`src/rtl/fetch_pkg.sv`:
```
// Shared definitions for the instruction-fetch controller: state encoding,
// address width and default boot/HALT constants.
package fetch_pkg;

   localparam int ADDR_W = 8;

   localparam logic [ADDR_W-1:0] RESET_PC_DEFAULT    = 8'h00;
   localparam logic [ADDR_W-1:0] HALT_OPCODE_DEFAULT = 8'hFF;

   typedef enum logic [2:0] {
      ST_BOOT     = 3'd0,
      ST_RUN      = 3'd1,
      ST_REDIRECT = 3'd2,
      ST_HALT     = 3'd3,
      ST_RESUME   = 3'd4
   } state_t;

endpackage

```
`src/rtl/fetch_if.sv`:
```
// Control bundle between the fetch controller (master) and the fetch
// datapath / pipeline neighbours (slave).
interface fetch_if;
   import fetch_pkg::*;

   logic              stall_req;
   logic              jump_req;
   logic [ADDR_W-1:0] jump_addr;
   logic [ADDR_W-1:0] inst;
   logic              resume;
   logic              pc_en;
   logic              choice_mux;
   logic [ADDR_W-1:0] pcj_mux;
   logic              ifid_write;
   logic              ifid_flush;
   state_t            state;
   logic [15:0]       fetch_count;

   modport master (
      input  stall_req, jump_req, jump_addr, inst, resume,
      output pc_en, choice_mux, pcj_mux, ifid_write, ifid_flush, state, fetch_count
   );

   modport slave (
      output stall_req, jump_req, jump_addr, inst, resume,
      input  pc_en, choice_mux, pcj_mux, ifid_write, ifid_flush, state, fetch_count
   );

endinterface

```
`src/rtl/fetch_sat_counter16.sv`:
```
// 16-bit up counter with increment enable that sticks at all-ones instead of
// wrapping; cleared asynchronously by reset.
module sat_counter16 (
   input  logic        clock,
   input  logic        reset,
   input  logic        inc,
   output logic [15:0] count
);

   logic [15:0] count_reg;

   always_ff @(posedge clock or posedge reset) begin
      if (reset) begin
         count_reg <= 16'h0000;
      end else if (inc && (count_reg != 16'hFFFF)) begin
         count_reg <= count_reg + 16'd1;
      end
   end

   assign count = count_reg;

endmodule

```
`src/rtl/fetch_controller.sv`:
```
// Fetch-stage sequencer: owns PC enable, PC mux select/target and IF/ID
// load/flush, handling boot, jump redirects, stalls and HALT/resume.
module fetch_controller
   import fetch_pkg::*;
#(
   parameter logic [ADDR_W-1:0] RESET_PC    = RESET_PC_DEFAULT,
   parameter int unsigned       BUBBLES     = 1,
   parameter logic [ADDR_W-1:0] HALT_OPCODE = HALT_OPCODE_DEFAULT
) (
   input  logic    clock,
   input  logic    reset,
   fetch_if.master bus
);

   localparam logic [1:0] BUBBLES_INIT = 2'(BUBBLES);

   state_t            state_reg, state_next;
   logic              choice_mux_reg, choice_mux_next;
   logic [ADDR_W-1:0] pcj_mux_reg, pcj_mux_next;
   logic              ifid_flush_reg, ifid_flush_next;
   logic [1:0]        flush_cnt_reg, flush_cnt_next;
   logic              pc_en;
   logic              ifid_write;
   logic              jump_taken;
   logic [15:0]       fetch_count;

   always_ff @(posedge clock or posedge reset) begin
      if (reset) begin
         state_reg      <= ST_BOOT;
         choice_mux_reg <= 1'b1;
         pcj_mux_reg    <= RESET_PC;
         ifid_flush_reg <= 1'b1;
         flush_cnt_reg  <= 2'd0;
      end else begin
         state_reg      <= state_next;
         choice_mux_reg <= choice_mux_next;
         pcj_mux_reg    <= pcj_mux_next;
         ifid_flush_reg <= ifid_flush_next;
         flush_cnt_reg  <= flush_cnt_next;
      end
   end

   always_comb begin
      state_next      = state_reg;
      choice_mux_next = choice_mux_reg;
      pcj_mux_next    = pcj_mux_reg;
      ifid_flush_next = ifid_flush_reg;
      flush_cnt_next  = flush_cnt_reg;
      pc_en           = 1'b0;
      ifid_write      = 1'b0;
      jump_taken      = 1'b0;

      case (state_reg)
         ST_BOOT: begin
            pc_en           = 1'b1;
            choice_mux_next = 1'b0;
            ifid_flush_next = 1'b0;
            state_next      = ST_RUN;
         end
         ST_RUN: begin
            if (bus.jump_req) begin
               jump_taken = 1'b1;
            end else if ((bus.inst == HALT_OPCODE) && !bus.stall_req) begin
               // The HALT word itself is issued once, then fetch freezes.
               ifid_write      = 1'b1;
               ifid_flush_next = 1'b1;
               state_next      = ST_HALT;
            end else if (!bus.stall_req) begin
               pc_en      = 1'b1;
               ifid_write = 1'b1;
            end
         end
         ST_REDIRECT: begin
            pc_en           = 1'b1;
            choice_mux_next = 1'b0;
            if (bus.jump_req) begin
               jump_taken = 1'b1;
            end else begin
               flush_cnt_next = flush_cnt_reg - 2'd1;
               if (flush_cnt_reg == 2'd1) begin
                  ifid_flush_next = 1'b0;
                  state_next      = ST_RUN;
               end
            end
         end
         ST_HALT: begin
            if (bus.jump_req) begin
               jump_taken = 1'b1;
            end else if (bus.resume) begin
               state_next = ST_RESUME;
            end
         end
         ST_RESUME: begin
            pc_en           = 1'b1;
            ifid_flush_next = 1'b0;
            state_next      = ST_RUN;
         end
         default: begin
            state_next      = ST_BOOT;
            choice_mux_next = 1'b1;
            pcj_mux_next    = RESET_PC;
            ifid_flush_next = 1'b1;
            flush_cnt_next  = 2'd0;
         end
      endcase

      // A taken jump always wins over stall, HALT and resume in the same cycle.
      if (jump_taken) begin
         pc_en           = 1'b1;
         ifid_write      = 1'b0;
         pcj_mux_next    = bus.jump_addr;
         choice_mux_next = 1'b1;
         ifid_flush_next = 1'b1;
         flush_cnt_next  = BUBBLES_INIT;
         state_next      = ST_REDIRECT;
      end
   end

   sat_counter16 u_count (
      .clock (clock),
      .reset (reset),
      .inc   (ifid_write),
      .count (fetch_count)
   );

   assign bus.pc_en       = pc_en;
   assign bus.ifid_write  = ifid_write;
   assign bus.choice_mux  = choice_mux_reg;
   assign bus.pcj_mux     = pcj_mux_reg;
   assign bus.ifid_flush  = ifid_flush_reg;
   assign bus.state       = state_reg;
   assign bus.fetch_count = fetch_count;

endmodule

```
`src/flat_wrapper.sv`:
```
// flat-port wrapper written by rule: the top's interface ports become plain ports
module fetch_controller_flat import fetch_pkg::*;
#(
   parameter logic [ADDR_W-1:0] RESET_PC    = RESET_PC_DEFAULT,
   parameter int unsigned       BUBBLES     = 1,
   parameter logic [ADDR_W-1:0] HALT_OPCODE = HALT_OPCODE_DEFAULT
)
  (clock, reset, bus_stall_req, bus_jump_req, bus_jump_addr, bus_inst, bus_resume, bus_pc_en, bus_choice_mux, bus_pcj_mux, bus_ifid_write, bus_ifid_flush, bus_state, bus_fetch_count);
  fetch_if bus_i ();
  input  logic clock;
  input  logic reset;
  input wire logic [$bits(bus_i.stall_req)-1:0] bus_stall_req;
  input wire logic [$bits(bus_i.jump_req)-1:0] bus_jump_req;
  input wire logic [$bits(bus_i.jump_addr)-1:0] bus_jump_addr;
  input wire logic [$bits(bus_i.inst)-1:0] bus_inst;
  input wire logic [$bits(bus_i.resume)-1:0] bus_resume;
  output wire logic [$bits(bus_i.pc_en)-1:0] bus_pc_en;
  output wire logic [$bits(bus_i.choice_mux)-1:0] bus_choice_mux;
  output wire logic [$bits(bus_i.pcj_mux)-1:0] bus_pcj_mux;
  output wire logic [$bits(bus_i.ifid_write)-1:0] bus_ifid_write;
  output wire logic [$bits(bus_i.ifid_flush)-1:0] bus_ifid_flush;
  output wire logic [$bits(bus_i.state)-1:0] bus_state;
  output wire logic [$bits(bus_i.fetch_count)-1:0] bus_fetch_count;
  assign bus_i.stall_req = bus_stall_req;
  assign bus_i.jump_req = bus_jump_req;
  assign bus_i.jump_addr = bus_jump_addr;
  assign bus_i.inst = bus_inst;
  assign bus_i.resume = bus_resume;
  assign bus_pc_en = bus_i.pc_en;
  assign bus_choice_mux = bus_i.choice_mux;
  assign bus_pcj_mux = bus_i.pcj_mux;
  assign bus_ifid_write = bus_i.ifid_write;
  assign bus_ifid_flush = bus_i.ifid_flush;
  assign bus_state = bus_i.state;
  assign bus_fetch_count = bus_i.fetch_count;
  fetch_controller #(.RESET_PC(RESET_PC), .BUBBLES(BUBBLES), .HALT_OPCODE(HALT_OPCODE)) u_core (.clock(clock), .reset(reset), .bus(bus_i));
endmodule
```
`config.mk`:
```
export PLATFORM = sky130hd
export DESIGN_NAME = fetch_controller_flat
export DESIGN_NICKNAME = d
export VERILOG_FILES = /design/src/rtl/fetch_pkg.sv /design/src/rtl/fetch_if.sv /design/src/rtl/fetch_sat_counter16.sv /design/src/rtl/fetch_controller.sv /design/src/flat_wrapper.sv
export SDC_FILE = /design/constraint.sdc
export NUM_CORES = 1
export LEC_CHECK = 0
export ABC_CLOCK_PERIOD_IN_PS = 2300
export CORE_AREA = 2 2 63 65
export DETAILED_ROUTE_END_ITERATION = 10
export DIE_AREA = 0 0 65 67
export PLACE_DENSITY = 0.74
export SETUP_SLACK_MARGIN = 0.02
export SLEW_MARGIN = 20
export SYNTH_ARGS = -nofsm -noshare
export SYNTH_HDL_FRONTEND = slang
export SYNTH_SLANG_ARGS = --single-unit
```
`constraint.sdc`:
```
create_clock -name clock -period 2.3 [get_ports clock]
set_input_delay 0.23 -clock clock [delete_from_list [all_inputs] [get_ports clock]]
set_output_delay 0.23 -clock clock [all_outputs]
set_load 0.01 [all_outputs]
```
# After elaboration in Yosys (flattened, before gate mapping)
# Index checks and enable logic that the tools add are counted.
[classes]
addsub = 2
n_reduce_logical = 14
eq_ne = 17
muxes = 32
[ops]
columns = ["op", "count"]
rows = [
  ["$mux 3", 7],
  ["$add 16x1->16 const B", 1],
  ["$mux 1", 16],
  ["$mux 8", 2],
  ["$ne 16x16->1 const B", 1],
  ["$ne 3x2->1 const B", 4],
  ["$pmux 3 s4", 1],
  ["$reduce_or 3->1", 3],
  ["$eq 8x8->1 const B", 1],
  ["$ne 2x1->1 const B", 4],
  ["$eq 3x2->1 const B", 2],
  ["$ne 3x1->1 const B", 2],
  ["$reduce_and 6->1", 1],
  ["$reduce_and 5->1", 1],
  ["$reduce_or 5->1", 1],
  ["$mux 2", 2],
  ["$pmux 1 s2", 2],
  ["$pmux 1 s4", 1],
  ["$pmux 2 s2", 1],
  ["$reduce_or 2->1", 2],
  ["$reduce_or 4->1", 1],
  ["$eq 3x1->1 const B", 1],
  ["$eq 3x3->1 const B", 1],
  ["$logic_not 3->1", 1],
  ["5 further kinds", 6],
]
[totals]
in_bits = 21
regBits = 31
out_inout_bits = 31
wordCells = 71

# Longest topological paths before layout
# Gate-level depths: netlist (run 1).
[depth]
depth_word = 7
depth_mapped = 6
ltp_nobuf = 6

# By module
# Synthesis (run 1) repeated with hierarchy kept, for this count alone.
[hier_totals]
hier_cells = 141
area_unflattened_um2 = 1591.5
[modules_own_cells]
columns = ["mod", "seq_area_each_um2", "instances", "cells_per_inst", "area_each_um2"]
rows = [
  ["sat_counter16", 400.4, 1, 71, 805.8],
  ["fetch_controller", 377.9, 1, 70, 785.8],
]

# Worst setup path after synthesis (run 1)
# No wires, ideal clock.
[synth_timing]
path_type = "register to register"
start = "reg u_core.state_reg[1], in the netlist u_core.bus.state[1]"
end = "reg u_core.u_count.count_reg[9], in the netlist u_core.u_count.count[9]"
required_time_ns = 2.172
path_slack_ns = 0.483
setup_time_ns = 0.128
stages_incl_launch_ff = 7
path_buffers = 2
synth_period_minus_slack_ns = 1.817
t_arrival_ns = 1.690
path_cell_list = "dfrtp_1 -> buf_6 -> or3b_1 -> buf_6 -> nor3_4 -> nand4_1 -> mux2_1"
[synth_between]
elab_chain_cells = 5
elab_cells_between_ends = 8
classes_between = "3 x eq/ne; 3 x mux; 2 x reduce/logical"
[synth_rtl]
columns = ["element", "line_no", "rtl"]
rows = [
  ["from (decl)", "fetch_controller.sv:17", "state_t state_reg, state_next;"],
  ["from (signal assigned)", "fetch_controller.sv:35", "state_reg <= state_next;"],
  ["$eq 3x1->1 / $eq 3x2->1 (equally long branches)", "fetch_controller.sv:53", "case (state_reg)"],
  ["$reduce_or 3->1 (no line)", "n/a", ""],
  ["$mux 1", "n/a", ""],
  ["$mux 1 (*)", "fetch_controller.sv:108", "if (jump_taken) begin"],
  ["$logic_and 1x1->1 (*)", "fetch_sat_counter16.sv:15", "end else if (inc && (count_reg != 16'hFFFF)) begin"],
  ["to (signal assigned)", "fetch_sat_counter16.sv:16", "count_reg <= count_reg + 16'd1;"],
  ["to (decl)", "fetch_sat_counter16.sv:10", "logic [15:0] count_reg;"],
]
# Mark *: on every way between the ends. The rest lies on a longest branch, timed or not.
# A chain may end at the register's enable or synchronous reset.

# Worst setup path in the final report (run 1)
[layout_timing]
start = "reg u_core.state_reg[1], in the netlist u_core.bus.state[1]"
end = "out bus_ifid_write"
[layout_between]
elab_chain_cells = 4
elab_cells_between_ends = 7
classes_between = "3 x eq/ne; 3 x mux; 1 x reduce/logical"
[layout_rtl]
columns = ["element", "line_no", "rtl"]
rows = [
  ["$eq 3x1->1 / $eq 3x2->1 (equally long branches)", "fetch_controller.sv:53", ""],
  ["$reduce_or 3->1 (no line)", "n/a", ""],
  ["$mux 1", "n/a", ""],
  ["$mux 1 (*)", "fetch_controller.sv:108", ""],
  ["to (decl)", "flat_wrapper.sv:20", "output wire logic [$bits(bus_i.ifid_write)-1:0] bus_ifid_write;"],
]
# Marked as above.

==> flow_summary.toml, run 1 <==
[run_status]
outcome = "complete, no violations"

[timing]
max-slew-margin-rel = 0.576
fin_crit_sh = 0.927
max_freq_mhz = 469
maxSlewViolCount = 0
final-setup-viol-count = 0
tightest_slew_ns = 0.632
finalCriticalPeriod_ns = 2.13
skew_ns = 0.00456
finalHoldViolations = 0
setup_tns_ns = 0
rsz0062_at_grt = "no"

[setup_path]
crit_required_ns = 2.07
worstRegToRegCells = 5
end_kind = "output port"
r2r_setup_slack_ns = 0.42
critPathKind = "flip-flop to output port"
cp_max_fo = 5
crit_path_start_kind = "flip-flop"
critPathArrivalTime_ns = 1.90

[cts]
clk_transition_reported_paths_ns = 0.07
cts_buffers = 5
cts.sinks = 31
ctsLongestPathBuffers = 2
root_buffer = "clkbuf_8"
ctsResizeCount = 0
htreeDepth = 2
ctsHoldBuffers = 0
postCtsSetupBuffers = 0
cts_tree = "yes"
worstSkewPairLatency_ns = 0.29

[yosys]
synth_compound_area_frac = 0.183
ys_seq_area_frac = 0.485
syn_inst = 153
synth_area_sq_um = 1600
synth-simple-area-share = 0.197
synthTopCellsByArea = "dfrtp_1, xnor2_1, a22o_1, dfstp_2, nand4_1"
ys_ff_latch = 31
synth.distinct_cells = 44
synth_top_area_share = 0.452
synth_xor_xnor_area_share = 0.0491
yosys.area_share.adder = 0.0156
synth_top_family_by_area = "simple AND/OR/NAND/NOR gates"
synth.net_count = 176
synth.largest_area_cell = "dfrtp_1"
yosysWarnings = 0
avgSynthCellArea_sq_um = 10.5
synth_mux_area_frac = 0.0203

[detailed_routing]
wl_um = 3900
firstDrtPassIters = 4
route.detailed.drc = 0
routed_via_density = 5.49
wl_per_cell_um = 15.1
ant_nets = 0
via_count = 1416
drtIter0Drc = 121

[final_layout]
final_cell_mix = "clkdlybuf4s50_1, dfrtp_1, nor2_1"
syn_to_final_growth_pct = 42.4
layout.cells.most_common = "clkdlybuf4s50_1"
drive_above_1_share = 0.110
multi_input_area_sq_um = 746
regArea_sq_um = 778
fin_cells = 258
largest_reg_flops = 16
fill_cells = 306
final_nets = 232
n_antenna_cell = 0

[placement]
place.gp.congestion = 0.869
dp.final_hpwl_um = 2950
dpl.cell_count = 250
portBuffers = 51

[power_and_ir_drop]
vdd_ir_drop_max_mv = 0.691
p_seq_frac = 0.361
cellLeakagePower_nw = 0.957
switchingPower_uw = 760
powerDensity_nw_per_um2 = 1030
pwr-share-clk = 0.237
switching_share = 0.324
p_comb_frac = 0.402
p_int_mw = 1.58

[floorplanning]
die_x_um = 65
die-area_sq_um = 4360
die_y_um = 67
initial_core_util = 0.445
rows = 22
pin_count = 52
core_sq_um = 3610

[job]
maxCapViolCount = 0

[global_route]
grt_overflow = 0
grt_usage = 0.203
grt_max_degree = 17
grt_pass1_wl_um = 6640
grt_pass1_vias = 1430
antenna_found_initial = 0

[hold_path]
min_path_type = "input pin to async pin"
## critical path, cell delays in order, from the launching register on
cell and delay, ns:
dfrtp_1 0.40, or3b_1 0.41, buf_4 0.19, nor2_4 0.09, clkdlybuf4s50_1 0.54
## metrics by stage
| stage | hold WS, ns | power [mW] | area (sq um) | utilization | setup slack (ns) |
|---|---|---|---|---|---|
| final | 0.306 | 2.34 | 2280 | 0.633 | 0.167 |
| after global routing | 0.363 | 2.49 | 2280 | 0.633 | 0.0983 |
| after CTS | 0.327 | 2.37 | 2280 | 0.633 | 0.156 |
| after detailed placement | 0.476 | 1.79 | 2170 | 0.601 | 0.195 |
| after global placement | 0.463 | 1.76 | 2170 | 0.601 | 0.228 |
| after floorplan | 0.332 | 1.35 | 1600 | - | 0.483 |
## kinds of logic after synthesis
logic type	Yosys count
and+or+nand+nor	52
AOI/OAI and AO/OA	41
DFF	31
buffers and inverters	15
xor gates and xnor gates	9
muxes	3
adders and majority gates	2
## Yosys cell counts
master	number
and2_1	2
a31oi_1	3
o22a_1	2
nand4_1	8
o41a_1	1
nor3_4	1
nor3_1	1
a22oi_1	1
o21ai_0	4
o22ai_1	2
mux2_1	2
a211oi_1	2
a22o_1	8
a21o_1	1
nand2b_1	1
o21a_1	2
ha_1	2
nand3b_1	1
and4_1	1
o2111ai_1	3
o21ba_2	1
nand2_1	6
nand3_1	6
or2_1	1
inv_1	7
xnor2_1	9
nor2_4	1
buf_6	3
or3b_1	1
nor3_2	1
nor4_4	1
a21oi_1	6
o211ai_1	1
clkbuf_1	4
or2_2	2
nor2b_1	2
o21ai_1	3
nor2_1	10
dfstp_2	2
mux2i_1	1
and3_1	6
a41oi_1	1
dfrtp_1	29
clkbuf_2	1
## cell type report
class                   count  area share
clock buffers               6      0.0362
repair buffers             57       0.243
well taps                  48      0.0263
flip-flops and latches     31       0.341
inverters                   7      0.0115
clock inverters             2      0.0153
multi-input cells         107       0.327
## power groups by stage
stage               combinational (mW)  clock, mW  sequential, mW
floorplan                        0.446          0           0.903
global placement                 0.922          0           0.841
finish                           0.942      0.554           0.846
detailed placement               0.944          0           0.849
global route                      1.03      0.595           0.867
CTS                              0.953      0.569           0.844
## routing by layer
layer,GRT usage,share of wire,vias up
li1,-,-,675
met2,0.379,0.54,34
met4,0.0957,0.024,0
met3,0.0405,0.038,9
met1,0.219,0.39,698
met5,0,0,-
## worst paths after layout
kind,from,end
min reg2reg,u_core.bus.choice_mux,u_core.bus.choice_mux
max reg2reg,u_core.u_count.count[0],u_core.u_count.count[1]
min in group clock,u_core.bus.choice_mux,u_core.bus.choice_mux
min,reset,u_core.bus.pcj_mux[6]
max in group asynchronous,reset,u_core.u_count.count[12]
max,u_core.bus.state[1],bus_ifid_write
Power figures use the tool's default switching activity.
==> run 2: changes to the inputs <==
PLACE_DENSITY = 0.77   (was 0.74)
==> run 2 against run 1 <==
  * Setup slack worse by 0.0015 ns
  * Utilization did not move
  * Clock skew increased by 0.0044 ns
  * Global-route usage fell by 1.1 points
  * Total power fell by 0.27%
  * Sequential power fell by 0.8%
==> flow_summary.toml, run 2 (synthesis results as in run 1) <==
[cts]
htreeDepth = 2
clk_transition_reported_paths_ns = 0.07
worstSkewPairLatency_ns = 0.29
root_buffer = "clkbuf_8"
ctsHoldBuffers = 0
ctsResizeCount = 0
cts.sinks = 31
cts_buffers = 5
ctsLongestPathBuffers = 2
postCtsSetupBuffers = 0
cts_tree = "yes"

[detailed_routing]
ant_nets = 0
wl_um = 3650
routed_via_density = 5.52
route.detailed.drc = 0
via_count = 1423
firstDrtPassIters = 4
drtIter0Drc = 75
wl_per_cell_um = 14.2

[timing]
tightest_slew_ns = 0.598
finalCriticalPeriod_ns = 2.13
whs_ns = 0.319
fin_crit_sh = 0.928
rsz0062_at_grt = "no"
finalHoldViolations = 0
final-setup-viol-count = 0
maxSlewViolCount = 0
setup_tns_ns = 0
max-slew-margin-rel = 0.598
max_freq_mhz = 469
skew_ns = 0.00897

[setup_path]
critPathArrivalTime_ns = 1.90
r2r-start = "u_core.u_count.count[0]"
critPathKind = "flip-flop to output port"
crit_required_ns = 2.07
r2r_setup_slack_ns = 0.39
worstRegToRegCells = 5
cp_max_fo = 12
reg2reg_to = "u_core.u_count.count[1]"
crit_path_start_kind = "flip-flop"
end_kind = "output port"

[final_layout]
n_antenna_cell = 0
fill_cells = 310
layout.cells.most_common = "clkdlybuf4s50_1"
syn_to_final_growth_pct = 42.4
multi_input_area_sq_um = 746
regArea_sq_um = 778
drive_above_1_share = 0.110
largest_reg_flops = 16
final_cell_mix = "clkdlybuf4s50_1, dfrtp_1, nor2_1"
final_nets = 232

[global_route]
grt_pass1_vias = 1443
grt_pass1_wl_um = 6400
grt_usage = 0.192
antenna_found_initial = 0
grt_overflow = 0
grt_max_degree = 32

[floorplanning]
core_sq_um = 3610
die-area_sq_um = 4360
initial_core_util = 0.445
die_y_um = 67
die_x_um = 65
pin_count = 52
rows = 22

[power_and_ir_drop]
vdd_ir_drop_max_mv = 0.550
powerDensity_nw_per_um2 = 1020
cellLeakagePower_nw = 0.957
power_mw = 2.34

[hold_path]
min_path_type = "input pin to async pin"

[placement]
portBuffers = 51
dp.final_hpwl_um = 2740
place.gp.congestion = 0.880

[run_status]
outcome = "complete, no violations"

[job]
maxCapViolCount = 0
## run 2: worst max-delay path by stage
stage / start / end
finish: u_core.bus.state[2] / bus_ifid_write
global placement: bus_stall_req / bus_ifid_write
CTS: u_core.bus.state[2] / bus_ifid_write
detailed placement: bus_stall_req / bus_ifid_write
floorplan: u_core.bus.state[1] / u_core.u_count.count[9]
global route: u_core.bus.state[2] / bus_ifid_write
## run 2: worst max-delay path: stages (launching register included)
cell             delay (ns)
dfrtp_1                0.46
or2_2                  0.46
nor2_4                 0.16
clkdlybuf4s50_1        0.54
## run 2: layer usage
| layer | part of all wire | GRT usage | vias up |
|---|---|---|---|
| met5 | 0 | 0 | - |
| met4 | 0.016 | 0.0798 | 0 |
| met3 | 0.044 | 0.0524 | 9 |
| met2 | 0.52 | 0.340 | 41 |
| met1 | 0.42 | 0.217 | 697 |
| li1 | - | - | 676 |
## run 2: final cells by class
class                   count  share of cell area
inverters                   7              0.0115
multi-input cells         107               0.327
repair buffers             57               0.243
clock inverters             2              0.0153
well taps                  48              0.0263
clock buffers               6              0.0362
flip-flops and latches     31               0.341
## run 2: where the power goes
part / internal, mW / total, mW / switching [mW]
registers: 0.715 / 0.839 / 0.124
logic: 0.518 / 0.945 / 0.427
clock network: 0.350 / 0.552 / 0.202
total: 1.58 / 2.34 / 0.754
## run 2: metrics by stage
stage / worst slack (ns) / area [sq um] / util / cells
after floorplan: 0.483 / 1600 / - / 153
after global routing: 0.0888 / 2280 / 0.633 / 258
final: 0.166 / 2280 / 0.633 / 258
after CTS: 0.152 / 2280 / 0.633 / 258
after detailed placement: 0.227 / 2170 / 0.601 / 250
after global placement: 0.237 / 2170 / 0.601 / 250
